$ cat src/rtl/mole_pkg.sv
// Shared constants for the whack-a-mole round controller and its box mapper.
package mole_pkg;

    typedef logic [2:0] state_t;

    localparam state_t ST_IDLE   = 3'd0;
    localparam state_t ST_DRAW   = 3'd1;
    localparam state_t ST_SAMPLE = 3'd2;
    localparam state_t ST_SHOW   = 3'd3;
    localparam state_t ST_HIT    = 3'd4;
    localparam state_t ST_MISS   = 3'd5;
    localparam state_t ST_OVER   = 3'd6;

    localparam logic [3:0] BOX1 = 4'b0001;
    localparam logic [3:0] BOX2 = 4'b0010;
    localparam logic [3:0] BOX3 = 4'b0100;
    localparam logic [3:0] BOX4 = 4'b1000;

    localparam int unsigned REDRAW_LIMIT = 3;

endpackage

$ cat src/rtl/mole_box_map.sv
// Non-uniform LFSR state to one-hot box mapping; state 000 is reported invalid.
module mole_box_map
    import mole_pkg::*;
(
    input  logic [2:0] lfsr_state,
    output logic       valid,
    output logic [3:0] box
);

    always_comb begin
        valid = 1'b1;
        box   = BOX1;
        case (lfsr_state)
            3'b001, 3'b010, 3'b100: box = BOX1;
            3'b011, 3'b101:         box = BOX2;
            3'b110:                 box = BOX3;
            3'b111:                 box = BOX4;
            default: begin
                valid = 1'b0;
                box   = 4'b0000;
            end
        endcase
    end

endmodule

$ cat src/rtl/mole_round_ctrl.sv
// Whack-a-mole round controller: draws a box from the LFSR, lights it, scores hits and misses.
// Optional MOLE_STREAK_BONUS_EN: the third and later consecutive hits score 2 instead of 1.
module mole_round_ctrl
    import mole_pkg::*;
#(
    parameter int unsigned MOLE_TICKS = 500,
    parameter int unsigned MAX_MISSES = 5,
    parameter int unsigned SCORE_W    = 8
) (
    input  logic               clk,
    input  logic               reset,
    input  logic               start,
    input  logic               tick,
    input  logic [2:0]         lfsr_state,
    input  logic [3:0]         key_hit,
    output logic               lfsr_enable,
    output logic [3:0]         mole_box,
    output logic [SCORE_W-1:0] score,
    output logic [3:0]         misses,
    output logic               round_done,
    output logic               game_over
);

    localparam int unsigned TICK_W = (MOLE_TICKS > 1) ? $clog2(MOLE_TICKS) : 1;

    state_t             state_q, state_d;
    logic [TICK_W-1:0]  tick_cnt_q, tick_cnt_d;
    logic [1:0]         redraw_q, redraw_d;
    logic [3:0]         box_q, box_d;
    logic [SCORE_W-1:0] score_q, score_d;
    logic [3:0]         misses_q, misses_d;
    logic               round_done_q, round_done_d;
    logic [SCORE_W:0]   score_inc, score_sum;
    logic               map_valid;
    logic [3:0]         map_box;

`ifdef MOLE_STREAK_BONUS_EN
    logic [1:0]         streak_q, streak_d;
`endif

    mole_box_map u_box_map (
        .lfsr_state (lfsr_state),
        .valid      (map_valid),
        .box        (map_box)
    );

    always_comb begin
        state_d      = state_q;
        tick_cnt_d   = tick_cnt_q;
        redraw_d     = redraw_q;
        box_d        = box_q;
        score_d      = score_q;
        misses_d     = misses_q;
        round_done_d = 1'b0;
        score_inc    = '0;
`ifdef MOLE_STREAK_BONUS_EN
        streak_d       = streak_q;
        score_inc[1:0] = (streak_q >= 2'd2) ? 2'd2 : 2'd1;
`else
        score_inc[0]   = 1'b1;
`endif
        score_sum = {1'b0, score_q} + score_inc;

        case (state_q)
            ST_IDLE, ST_OVER: begin
                if (start) begin
                    state_d  = ST_DRAW;
                    score_d  = '0;
                    misses_d = '0;
`ifdef MOLE_STREAK_BONUS_EN
                    streak_d = '0;
`endif
                end
            end
            ST_DRAW: state_d = ST_SAMPLE;
            ST_SAMPLE: begin
                if (map_valid) begin
                    box_d      = map_box;
                    tick_cnt_d = '0;
                    redraw_d   = '0;
                    state_d    = ST_SHOW;
                end else if (redraw_q == 2'(REDRAW_LIMIT - 1)) begin
                    // Bound the LFSR lock-up case: give up redrawing and use box 1
                    box_d      = BOX1;
                    tick_cnt_d = '0;
                    redraw_d   = '0;
                    state_d    = ST_SHOW;
                end else begin
                    redraw_d = redraw_q + 2'd1;
                    state_d  = ST_DRAW;
                end
            end
            ST_SHOW: begin
                if ((key_hit & box_q) != 4'b0000) begin
                    state_d = ST_HIT;
                end else if (key_hit != 4'b0000) begin
                    state_d = ST_MISS;
                end else if (tick) begin
                    if (tick_cnt_q == TICK_W'(MOLE_TICKS - 1)) begin
                        state_d = ST_MISS;
                    end else begin
                        tick_cnt_d = tick_cnt_q + 1'b1;
                    end
                end
            end
            ST_HIT: begin
                score_d      = score_sum[SCORE_W] ? '1 : score_sum[SCORE_W-1:0];
                box_d        = '0;
                round_done_d = 1'b1;
                state_d      = ST_DRAW;
`ifdef MOLE_STREAK_BONUS_EN
                if (streak_q != 2'd3) begin
                    streak_d = streak_q + 2'd1;
                end
`endif
            end
            ST_MISS: begin
                misses_d     = misses_q + 4'd1;
                box_d        = '0;
                round_done_d = 1'b1;
`ifdef MOLE_STREAK_BONUS_EN
                streak_d     = '0;
`endif
                state_d      = (misses_q + 4'd1 == 4'(MAX_MISSES)) ? ST_OVER : ST_DRAW;
            end
            default: state_d = ST_IDLE;
        endcase
    end

    always_ff @(posedge clk or posedge reset) begin
        if (reset) begin
            state_q      <= ST_IDLE;
            tick_cnt_q   <= '0;
            redraw_q     <= '0;
            box_q        <= '0;
            score_q      <= '0;
            misses_q     <= '0;
            round_done_q <= 1'b0;
        end else begin
            state_q      <= state_d;
            tick_cnt_q   <= tick_cnt_d;
            redraw_q     <= redraw_d;
            box_q        <= box_d;
            score_q      <= score_d;
            misses_q     <= misses_d;
            round_done_q <= round_done_d;
        end
    end

`ifdef MOLE_STREAK_BONUS_EN
    always_ff @(posedge clk or posedge reset) begin
        if (reset) begin
            streak_q <= '0;
        end else begin
            streak_q <= streak_d;
        end
    end
`endif

    assign lfsr_enable = (state_q == ST_DRAW);
    assign game_over   = (state_q == ST_OVER);
    assign mole_box    = box_q;
    assign score       = score_q;
    assign misses      = misses_q;
    assign round_done  = round_done_q;

endmodule

$ cat config.mk
export PLATFORM = sky130hd
export DESIGN_NAME = mole_round_ctrl
export DESIGN_NICKNAME = d
export VERILOG_FILES = /design/src/rtl/mole_pkg.sv /design/src/rtl/mole_box_map.sv /design/src/rtl/mole_round_ctrl.sv
export SDC_FILE = /design/constraint.sdc
export NUM_CORES = 1
export LEC_CHECK = 0
export CORE_MARGIN = 1
export CORE_UTILIZATION = 30
export DETAILED_ROUTE_END_ITERATION = 7
export PLACE_DENSITY = 0.56
export SYNTH_ARGS = -nofsm -noshare
export SYNTH_HDL_FRONTEND = slang
export SYNTH_SLANG_ARGS = --single-unit
$ cat constraint.sdc
create_clock -name clk -period 3.4 [get_ports clk]
set_input_delay 0.34 -clock clk [delete_from_list [all_inputs] [get_ports clk]]
set_output_delay 0.34 -clock clk [all_outputs]
set_load 0.1 [all_outputs]
---- Word level (Yosys, flattened, before mapping) ----
Index checks and enable logic that the tools add are counted.
storage, ports and cells
  output and inout bits ................... 19
  word-level logic and storage cells ...... 82
  input port bits ......................... 11
  register bits ........................... 31
operators by class
  add/sub/neg operators ................... 4
  bitwise logic cells ..................... 1
  eq/ne operators ......................... 24
  mux-type cells .......................... 29
  reduce and logical (&&, ||, !) cells .... 17
operators by type and width
  operator                                                                number
  9-bit 2-to-1 mux                                                        6
  3-bit equality test (second input constant)                             7
  3-bit 2-to-1 mux                                                        6
  3-bit case mux with 6 select lines                                      1
  9-bit case mux with 2 select lines                                      1
  8-bit 2-to-1 mux                                                        2
  4-bit case mux with 2 select lines                                      2
  4-bit case mux with 4 select lines                                      1
  8-bit case mux with 2 select lines                                      1
  3-bit by 2-bit equality test with 1-bit output (second input constant)  4
  4-bit 2-to-1 mux                                                        3
  2-bit != test (second input constant)                                   5
  8-bit by 1-bit adder with 9-bit output (second input constant)          1
  9-bit by 1-bit adder with 9-bit output (second input constant)          1
  9-bit equality test (second input constant)                             1
  2-bit 2-to-1 mux                                                        4
  4-bit != test (second input constant)                                   2
  2-bit nonzero test                                                      4
  4-bit nonzero test                                                      2
  7-bit OR reduction                                                      1
  3-bit by 1-bit equality test with 1-bit output (second input constant)  2
  2-bit AND reduction                                                     3
  6-bit AND reduction                                                     1
  2-bit OR reduction                                                      3
  other kinds (10)                                                        11

---- Logic depth before layout (Yosys ltp) ----
Gate-level depths: netlist (run 1).
  depth in word-level cells ............... 6
  gate-level depth with buffers ........... 6
  gate-level depth less buffers ........... 6

---- Hierarchy ----
Synthesis (run 1) repeated with hierarchy kept, for this count alone.
unflattened totals
  cell total of the unflattened synthesis .. 209
  area total of the unflattened synthesis .. 1859.3 µm²
by module, submodules not included
  module           instances  area an instance (µm²)  cells an instance  sequential area each (µm²)
  mole_round_ctrl  1          1810.5                  201                775.7
  mole_box_map     1          48.8                    8                  0.0

---- Least setup slack after synthesis (run 1) ----
OpenSTA, ideal clock, no wires.
  path type ............................... register to output
  start ................................... reg state_q[0]
  end ..................................... out lfsr_enable
  path slack .............................. 0.248 ns
  arrival ................................. 2.812 ns
  buffers on the path ..................... 1
  cell stages (with the launch flop) ...... 4
  required time ........................... 3.060 ns
  cells stage by stage .................... dfrtp_1 buf_2 clkinv_1 nor3_1
on the way
  word-level cells in the longest chain between the ends .. 1
RTL lines
  what                                            line                    text
  start: declaration                              mole_round_ctrl.sv:26   state_t state_q, state_d;
  start signal: assignment                        mole_round_ctrl.sv:140  state_q <= state_d;
  3-bit by 1-bit equality test with 1-bit output  mole_round_ctrl.sv:160  assign lfsr_enable = (state_q == ST_DRAW);
  end: declaration                                mole_round_ctrl.sv:16   output logic lfsr_enable,
No other way between the ends.

---- Worst setup path after layout (run 1) ----
  start ................................... reg misses_q[0] (netlist: misses[0])
  end ..................................... out misses[0]
RTL lines
  what                      line                    text
  start: declaration        mole_round_ctrl.sv:31   logic [3:0] misses_q, misses_d;
  start signal: assignment  mole_round_ctrl.sv:145  misses_q <= misses_d;
  end: declaration          mole_round_ctrl.sv:19   output logic [3:0] misses,
No word-level cell between the ends.

==> results of run 1 <==
[worst min-delay path by stage]
stage                               end   startpoint  depth (start not counted)  slack [ns]
after detailed placement    redraw_q[0]  redraw_q[0]                          1        0.49
after floorplan               misses[0]        reset                          1        0.44
after CTS                   mole_box[1]        reset                          3        0.46
after global routing      tick_cnt_q[8]        reset                          3        0.53
final                     tick_cnt_q[8]        reset                          3        0.44
after global placement      redraw_q[0]  redraw_q[0]                          1        0.49
[worst reg2reg max path, cell delays in order, from the launching register on]
cell and delay (ns):
dfrtp_1 0.60, and4b_1 0.37, o211ai_2 0.28, or4_1 0.57, nand2_1 0.08
[flip-flops by register name, indices dropped and copies added (netlist names)]
register and flops:
misses 4, mole_box 4, redraw_q 2, round_done 1, score 8, state_q 3, tick_cnt_q 9
[report_power, final]
| part | internal, uW | switching [uW] | total [uW] | leakage, uW |
|---|---|---|---|---|
| Clock | 185 | 137 | 322 | 0.0000515 |
| Combinational | 251 | 641 | 892 | 0.000471 |
| Sequential | 440 | 113 | 552 | 0.000421 |
| Total | 875 | 892 | 1770 | 0.000944 |
[per-layer routing]
metal  part of all wire (%)  vias to the layer above  wire length, um  global-route usage [%]
li1                       -                      808                -                       -
met1                     53                      756             2200                    20.3
met2                     42                       30             1730                    21.5
met3                    3.5                        6              144                    3.18
met4                    1.7                        0               72                    5.89
met5                      0                        -                0                       0
[cell usage in the layout, fill, tap and decap left out, types with 2 or more instances in the layout]
| cell | instances |
|---|---|
| a22o_1 | 4 |
| dfrtp_1 | 31 |
| nor3_1 | 2 |
| maj3_1 | 2 |
| clkbuf_8 | 7 |
| nor2_1 | 5 |
| nand4bb_1 | 2 |
| ha_1 | 4 |
| buf_4 | 4 |
| nand4_1 | 3 |
| a221oi_1 | 3 |
| or4_1 | 6 |
| a21oi_1 | 11 |
| a21boi_0 | 2 |
| nand3_1 | 14 |
| nor3b_1 | 2 |
| o21ai_1 | 2 |
| or2_2 | 4 |
| nor2b_1 | 2 |
| nand2_1 | 23 |
| o31ai_1 | 6 |
| o21ai_0 | 12 |
| o211ai_2 | 2 |
| clkdlybuf4s50_1 | 27 |
| nand2b_1 | 2 |
| a22oi_1 | 2 |
| o211ai_1 | 6 |
| inv_1 | 13 |
[kinds of logic after synthesis]
| family | count (synthesis) | synth area share [%] |
|---|---|---|
| fa+ha+maj | 6 | 3.79 |
| xor+xnor | 1 | 0.474 |
| compound gates | 62 | 23.8 |
| simple gates | 77 | 24.8 |
| flops | 31 | 42.0 |
| buf+inv | 20 | 5.15 |
[stage by stage]
stage	setup slack (ns)	cell area [sq um]	hold slack [ns]	cells	util (%)
floorplan	0.248	1850	0.436	197	-
global placement	1.27	2200	0.488	297	37.1
detailed placement	1.23	2200	0.492	297	37.1
CTS	1.14	2300	0.458	305	38.8
global route	1.08	2300	0.528	305	38.8
finish	1.15	2300	0.437	305	38.8
[synth_stat cells (all sizes together), types with 2 or more instances]
cell type and count:
a21oi 12, nor3b 2, or2 4, nor2b 2, nor2 5, a22o 4
a21boi 2, maj3 2, nand4bb 2, dfrtp 31, a22oi 2, nand3 14
inv 13, nand2 23, buf 4, o21ai 14, o211ai 8, a221oi 3
clkbuf 2, nor3 3, nand2b 2, nor4 2, ha 4, or4 6
nand4 3, o31ai 6
[cell type report]
| cell class | instances | area (sq um) |
|---|---|---|
| inverters | 14 | 52.6 |
| well taps | 75 | 93.8 |
| clock buffers | 8 | 100 |
| multi-input cells | 146 | 976 |
| fillers | 600 | 3620 |
| repair buffers | 31 | 300 |
| flip-flops and latches | 31 | 776 |
==> results.json, run 1 <==
{
  "worstPathRequired_ns": 3.06,
  "p_leak_uw": 0.000944,
  "synth_cell_type_count": 55,
  "antenna_cells": 0,
  "start_util_pct": 31.2,
  "path_delay_family": "buffers and inverters",
  "first_pass_iters": 4,
  "synth_area_leader_cell": "dfrtp_1",
  "grt_start_max_net_pins": 32,
  "synth-seq-cells": 31,
  "p_per_area_nw_per_um2": 769,
  "track_usage_pct": 14.5,
  "row_count": 28,
  "arrival_ns": 1.91,
  "crit_path_max_fanout": 7,
  "setup_violations": 0,
  "setup.worst_path.end": "misses[0]",
  "syn_avg_cell_area_sq_um": 9.37,
  "cts_setup_buffers": 0,
  "grt_pass1_wl_um": 7180,
  "fin_crit_sh_pct": 66.1,
  "yosysSeqAreaShare_pct": 42.0,
  "max_freq_mhz": 445,
  "synth.area.top_cells": "dfrtp_1 (42%), nand2_1 (4.7%), nand3_1 (3.8%)",
  "place_hpwl_um": 2930,
  "gp_congestion": 0.741,
  "cts_tree": "yes",
  "end_kind": "output pin",
  "vdd_drop_max_uv": 566,
  "setup_tns_ns": 0,
  "status": "completed",
  "hold_viol_final": 0,
  "insertion_delay_ns": 0.28,
  "syn_inst": 197,
  "slew_headroom_pct": 34.9,
  "startpoint": "misses[0]",
  "rr_startpoint": "state_q[2]",
  "cts_buffers": 5,
  "cp.depth": 1,
  "antenna_found_initial": 0,
  "grt_pass1_vias": 1492,
  "synthFlopType": "dfrtp_1",
  "cts_hold_buffers": 0,
  "worst_slew_pin_slew_ns": 0.973,
  "dieArea_sq_um": 6470,
  "worstSetupPathType": "flop to output pin",
  "clock-root-buffer": "clkbuf_8",
  "drc": 0,
  "syn2layout_area_growth_pct": 24.5,
  "yosysWarnings": 0,
  "worstRegToRegCells": 4,
  "hp-class": "primary input to asynchronous set/reset pin",
  "boundaryPins": 30,
  "cp_slowest_cell": "clkdlybuf4s50_1",
  "crit_buf_inv": 1,
  "core_area_sq_um": 5920,
  "synth_area_sq_um": 1850,
  "synth_nets": 212,
  "synth_edf_count": 0,
  "cts_resized": 0,
  "start_kind": "flop",
  "period_needed_ns": 2.25,
  "drive_gt1_share_pct": 10.4,
  "clock_sinks": 31,
  "num_vias": 1600,
  "die_h_um": 80.5,
  "via_per_inst": 5.25,
  "dr.first_iter.drc_count": 95,
  "die_w_um": 80.5,
  "skew_ns": 0.00848,
  "path_clk_slew_ns": 0.07,
  "nets": 244,
  "overflow": 0,
  "wl_per_cell_um": 13.6,
  "r2r_end": "tick_cnt_q[4]",
  "slowest_delay_ns": 1.17,
  "synth_top_area_share_pct": 42.0,
  "max_cap_viol_count": 0,
  "finalPower_uw": 1770,
  "cts.path.max_buffers": 2,
  "wl_um": 4150,
  "port_buffers": 29,
  "ff2ff_setup_slack_ns": 1.45,
  "h-tree-depth": 2,
  "synthArstFlopShare_pct": 100,
  "rsz0062_at_grt": "false",
  "slew_viol_final": 0,
  "antenna_left": 0,
  "path_cells": "clkdlybuf4s50_1"
}
Power figures use the tool's default switching activity.
==> run 2, diff against run 1 <==
clock period = 2.3 ns   (was 3.4 ns; I/O delays follow)
==> run 2 against run 1 <==
Effect of this change: worst hold slack got worse by 0.10 ns; cell area fell by 0.22%; critical path type unchanged; critical path depth rose by 2; count of clock-buffer cells in the layout did not move; highest routed layer unchanged; largest cell class unchanged; sequential share of layout area rose by 0.074 points.
==> results.json, run 2 (synthesis results as in run 1) <==
{
  "cts.path.max_buffers": 2,
  "skew_ns": 0.00685,
  "sw_frac_of_total_pct": 50.3,
  "antenna_cells": 0,
  "status": "completed",
  "grt_start_max_net_pins": 32,
  "fin_area_sq_um": 2290,
  "wl_um": 4230,
  "multi_input_area_sq_um": 981,
  "rsz0062_at_grt": "false",
  "wl_per_cell_um": 13.8,
  "start_kind": "flop",
  "max_cap_viol_count": 0,
  "p_per_area_nw_per_um2": 1160,
  "cts_setup_buffers": 0,
  "max_freq_mhz": 488,
  "num_vias": 1646,
  "p_int_uw": 1320,
  "port_buffers": 29,
  "p_leak_uw": 0.000989,
  "regMostFlops": "tick_cnt_q",
  "die_h_um": 80.5,
  "cts_hold_buffers": 0,
  "fin_crit_sh_pct": 89.1,
  "hold_viol_final": 0,
  "layout_common_cells": "dfrtp_1 (31), nand2_1 (23), buf_4 (20)",
  "boundaryPins": 30,
  "crit_path_max_fanout": 12,
  "dieArea_sq_um": 6470,
  "rr_startpoint": "state_q[0]",
  "clock_sinks": 31,
  "h-tree-depth": 2,
  "grt_pass1_vias": 1480,
  "power.switching_uw": 1330,
  "grt_pass1_wl_um": 6980,
  "overflow": 0,
  "seqPwrFrac_pct": 29.9,
  "hp-class": "primary input to asynchronous set/reset pin",
  "track_usage_pct": 14.2,
  "ff2ff_setup_slack_ns": 0.49,
  "first_pass_iters": 4,
  "antenna_left": 0,
  "row_count": 28,
  "antenna_found_initial": 0,
  "core_area_sq_um": 5920,
  "worst_slew_pin_slew_ns": 0.643,
  "path_clk_slew_ns": 0.07,
  "via_per_inst": 5.38,
  "nets": 245,
  "r2r_end": "tick_cnt_q[8]",
  "place_hpwl_um": 3080,
  "vdd_drop_max_uv": 508,
  "layout_commonest_cell": "dfrtp_1",
  "worstRegToRegCells": 4,
  "drive_gt1_share_pct": 18.6,
  "start_util_pct": 31.2,
  "slew_headroom_pct": 57.0,
  "dr.first_iter.drc_count": 62,
  "arrival_ns": 1.82,
  "cts_buffers": 5,
  "place_area_sq_um": 2190,
  "setup_violations": 0,
  "period_needed_ns": 2.05,
  "slew_viol_final": 0,
  "gp_congestion": 0.797,
  "clockPowerShare_pct": 17.6,
  "cts_tree": "yes",
  "p_comb_share_pct": 52.5,
  "setup_tns_ns": 0,
  "cts_resized": 0,
  "largest_reg_flops": 9,
  "die_w_um": 80.5,
  "worstPathRequired_ns": 2.07,
  "fillers": 600,
  "worstSetupPathType": "flop to output pin",
  "seq_area_sq_um": 776,
  "drc": 0,
  "syn2layout_area_growth_pct": 24.2,
  "end_kind": "output pin",
  "clock-root-buffer": "clkbuf_8",
  "insertion_delay_ns": 0.28
}
-- run 2: cell types whose count changed in the layout (fill, tap and decap cells not counted), sizes merged --
| cell | delta |
|---|---|
| clkdlybuf4s50 | -17 |
| buf | +18 |
-- run 2: stage by stage --
| stage | worst slack (ns) | power [uW] | utilization [%] | hold slack (ns) | instances |
|---|---|---|---|---|---|
| finish | 0.250 | 2650 | 38.7 | 0.334 | 306 |
| global route | 0.156 | 2810 | 38.7 | 0.402 | 306 |
| global placement | 0.252 | 2190 | 37.0 | 0.490 | 298 |
| floorplan | 0.120 | 1860 | - | 0.326 | 197 |
| CTS | 0.278 | 2680 | 38.7 | 0.349 | 306 |
| detailed placement | 0.225 | 2200 | 37.0 | 0.496 | 298 |
-- run 2: metal layers --
metal / share of wire, % / global-route usage [%]
met4: 1.0 / 5.89
met3: 3.5 / 3.52
met5: 0 / 0
met2: 48 / 22.7
met1: 47 / 18.2
-- run 2: cell type report --
class	count	share of cell area, %
Multi-Input combinational cell	146	42.8
Tap cell	75	4.09
Sequential cell	31	33.8
Inverter	14	2.29
Timing Repair Buffer	32	12.7
Clock buffer	8	4.36
-- run 2: worst max path at each step --
stage	start	endpoint	slack (ns)	cells after the start
6_report	state_q[0]	lfsr_enable	0.25	3
4_1_cts	state_q[0]	lfsr_enable	0.28	3
5_1_grt	state_q[0]	lfsr_enable	0.16	3
3_5_place_dp	key_hit[0]	tick_cnt_q[8]	0.22	5
3_3_place_gp	key_hit[0]	tick_cnt_q[8]	0.25	5
2_1_floorplan	state_q[0]	lfsr_enable	0.12	3
-- run 2: critical path, cell delays in order (launching register included) --
cell and delay (ns):
dfrtp_1 0.57, clkinv_1 0.37, nor3_2 0.38, buf_12 0.22
-- run 2: power groups by stage --
stage	sequential (uW)	combinational, uW	clock (uW)
final	791	1390	467
after global routing	809	1500	505
after CTS	791	1410	482
after detailed placement	801	1400	0
after global placement	799	1390	0
after floorplan	1200	656	0
==> run 3, diff against run 2 <==
CORE_UTILIZATION = 44   (was 30)
PLACE_DENSITY = 0.74   (was 0.56)
==> run 3 against run 2 <==
Effect of this change: fmax is 4.1% higher; global-route usage up 5.1 points; cell count is 8.2% lower; sequential share of layout area is 0.39 points higher; cell area fell by 1.1%; combinational power hardly changed; wire length is 8.1% lower; critical endpoint unchanged; largest cell class unchanged; highest routed layer unchanged.
==> results.json, run 3 (synthesis results as in run 1) <==
{
  "cts_buffers": 5,
  "status": "completed",
  "crit_buf_inv": 2,
  "cts_tree": "yes",
  "antenna_cells": 0,
  "rr_startpoint": "state_q[0]",
  "first_pass_iters": 4,
  "fillers": 383,
  "whs_ns": 0.321,
  "nets": 245,
  "port_buffers": 29,
  "r2r_end": "tick_cnt_q[5]",
  "dr.first_iter.drc_count": 109,
  "cts.path.max_buffers": 2,
  "start_kind": "flop",
  "cts_hold_buffers": 0,
  "core_area_sq_um": 4030,
  "max_cap_viol_count": 0,
  "sw_frac_of_total_pct": 49.1,
  "antenna_left": 0,
  "antenna_found_initial": 0,
  "layout_commonest_cell": "dfrtp_1",
  "dieArea_sq_um": 4460,
  "track_usage_pct": 19.3,
  "die_h_um": 66.8,
  "slew_viol_final": 0,
  "cts_resized": 0,
  "end_kind": "output pin",
  "via_per_inst": 5.73,
  "syn2layout_area_growth_pct": 22.8,
  "clock-root-buffer": "clkbuf_8",
  "clockPowerShare_pct": 20.9,
  "boundaryPins": 30,
  "fin_crit_sh_pct": 85.6,
  "path_cells": "clkinv_1 -> nor3_2 -> buf_12",
  "p_per_area_nw_per_um2": 1200,
  "p_int_uw": 1380,
  "row_count": 23,
  "setup_tns_ns": 0,
  "hp-class": "primary input to asynchronous set/reset pin",
  "num_vias": 1611,
  "grt_start_max_net_pins": 32,
  "grt_pass1_vias": 1485,
  "skew_ns": 0.00574,
  "cp.depth": 3,
  "slowest_delay_ns": 0.57,
  "slew_headroom_pct": 58.0,
  "hold_viol_final": 0,
  "place_hpwl_um": 2660,
  "layout_common_cells": "dfrtp_1 (31), nand2_1 (23), buf_4 (21)",
  "vdd_drop_max_uv": 1120,
  "path_clk_slew_ns": 0.07,
  "power.switching_uw": 1340,
  "setup.worst_path.end": "lfsr_enable",
  "max_freq_mhz": 508,
  "overflow": 0,
  "setup_violations": 0,
  "gp_congestion": 0.773,
  "final_util_pct": 56.3,
  "p_comb_share_pct": 50.1,
  "h-tree-depth": 2,
  "drc": 0,
  "crit_path_max_fanout": 12,
  "worst_slew_pin_slew_ns": 0.628,
  "path_delay_family": "flip-flops",
  "arrival_ns": 1.74,
  "worstSetupPathType": "flop to output pin",
  "startpoint": "state_q[0]",
  "seqPwrFrac_pct": 28.9,
  "insertion_delay_ns": 0.28,
  "die_w_um": 66.8,
  "worstRegToRegCells": 4,
  "largest_reg_flops": 9,
  "p_leak_uw": 0.000996,
  "period_needed_ns": 1.97,
  "ff2ff_setup_slack_ns": 0.50,
  "start_util_pct": 45.8,
  "grt_pass1_wl_um": 6500,
  "wl_um": 3880,
  "cp_slowest_cell": "dfrtp_1",
  "fin_area_sq_um": 2270,
  "place_area_sq_um": 2150,
  "drive_gt1_share_pct": 19.0,
  "cts_setup_buffers": 0,
  "regMostFlops": "tick_cnt_q",
  "rsz0062_at_grt": "false",
  "wl_per_cell_um": 13.8,
  "worstPathRequired_ns": 2.07,
  "clock_sinks": 31
}
run 3: worst min-delay path by stage:
stage                 from       endpoint  slack (ns)  cells after the start
2_1_floorplan        reset      misses[0]        0.33                      1
3_3_place_gp   redraw_q[0]    redraw_q[0]        0.49                      1
3_5_place_dp   redraw_q[0]    redraw_q[0]        0.49                      1
4_1_cts              reset  tick_cnt_q[5]        0.33                      3
5_1_grt              reset  tick_cnt_q[5]        0.38                      3
6_report             reset  tick_cnt_q[5]        0.32                      3
run 3: tightest hold or removal path: cells and delay by family:
| family | cells | cell delay (ns) |
|---|---|---|
| buffers and inverters | 3 | 0.80 |
run 3: cell type report:
type	count	area [sq um]	area share, %
Multi-Input combinational cell	146	981	43.3
Sequential cell	31	776	34.2
Timing Repair Buffer	32	278	12.3
Clock buffer	6	82.6	3.64
Tap cell	50	62.6	2.76
Inverter	14	52.6	2.32
Clock inverter	2	35.0	1.55
run 3: power groups by stage:
stage          Sequential, uW  Clock, uW  Combinational (uW)
2_1_floorplan            1200          0                 656
3_3_place_gp              794          0                1360
3_5_place_dp              796          0                1370
4_1_cts                   786        583                1370
5_1_grt                   811        596                1470
6_report                  787        568                1360
run 3: per-layer routing:
layer  track usage, %  routed length (um)  up-vias
li1                 -                   -      806
met1             24.8                1880      770
met2             31.3                1760       30
met3             4.11                 182        5
met4             7.98                  55        0
met5                0                   0        -
run 3: per-stage QoR:
step	power (uW)	instances	setup WS, ns
global route	2870	281	0.250
CTS	2740	281	0.338
finish	2720	281	0.331
global placement	2150	273	0.289
detailed placement	2160	273	0.233
floorplan	1860	197	0.120
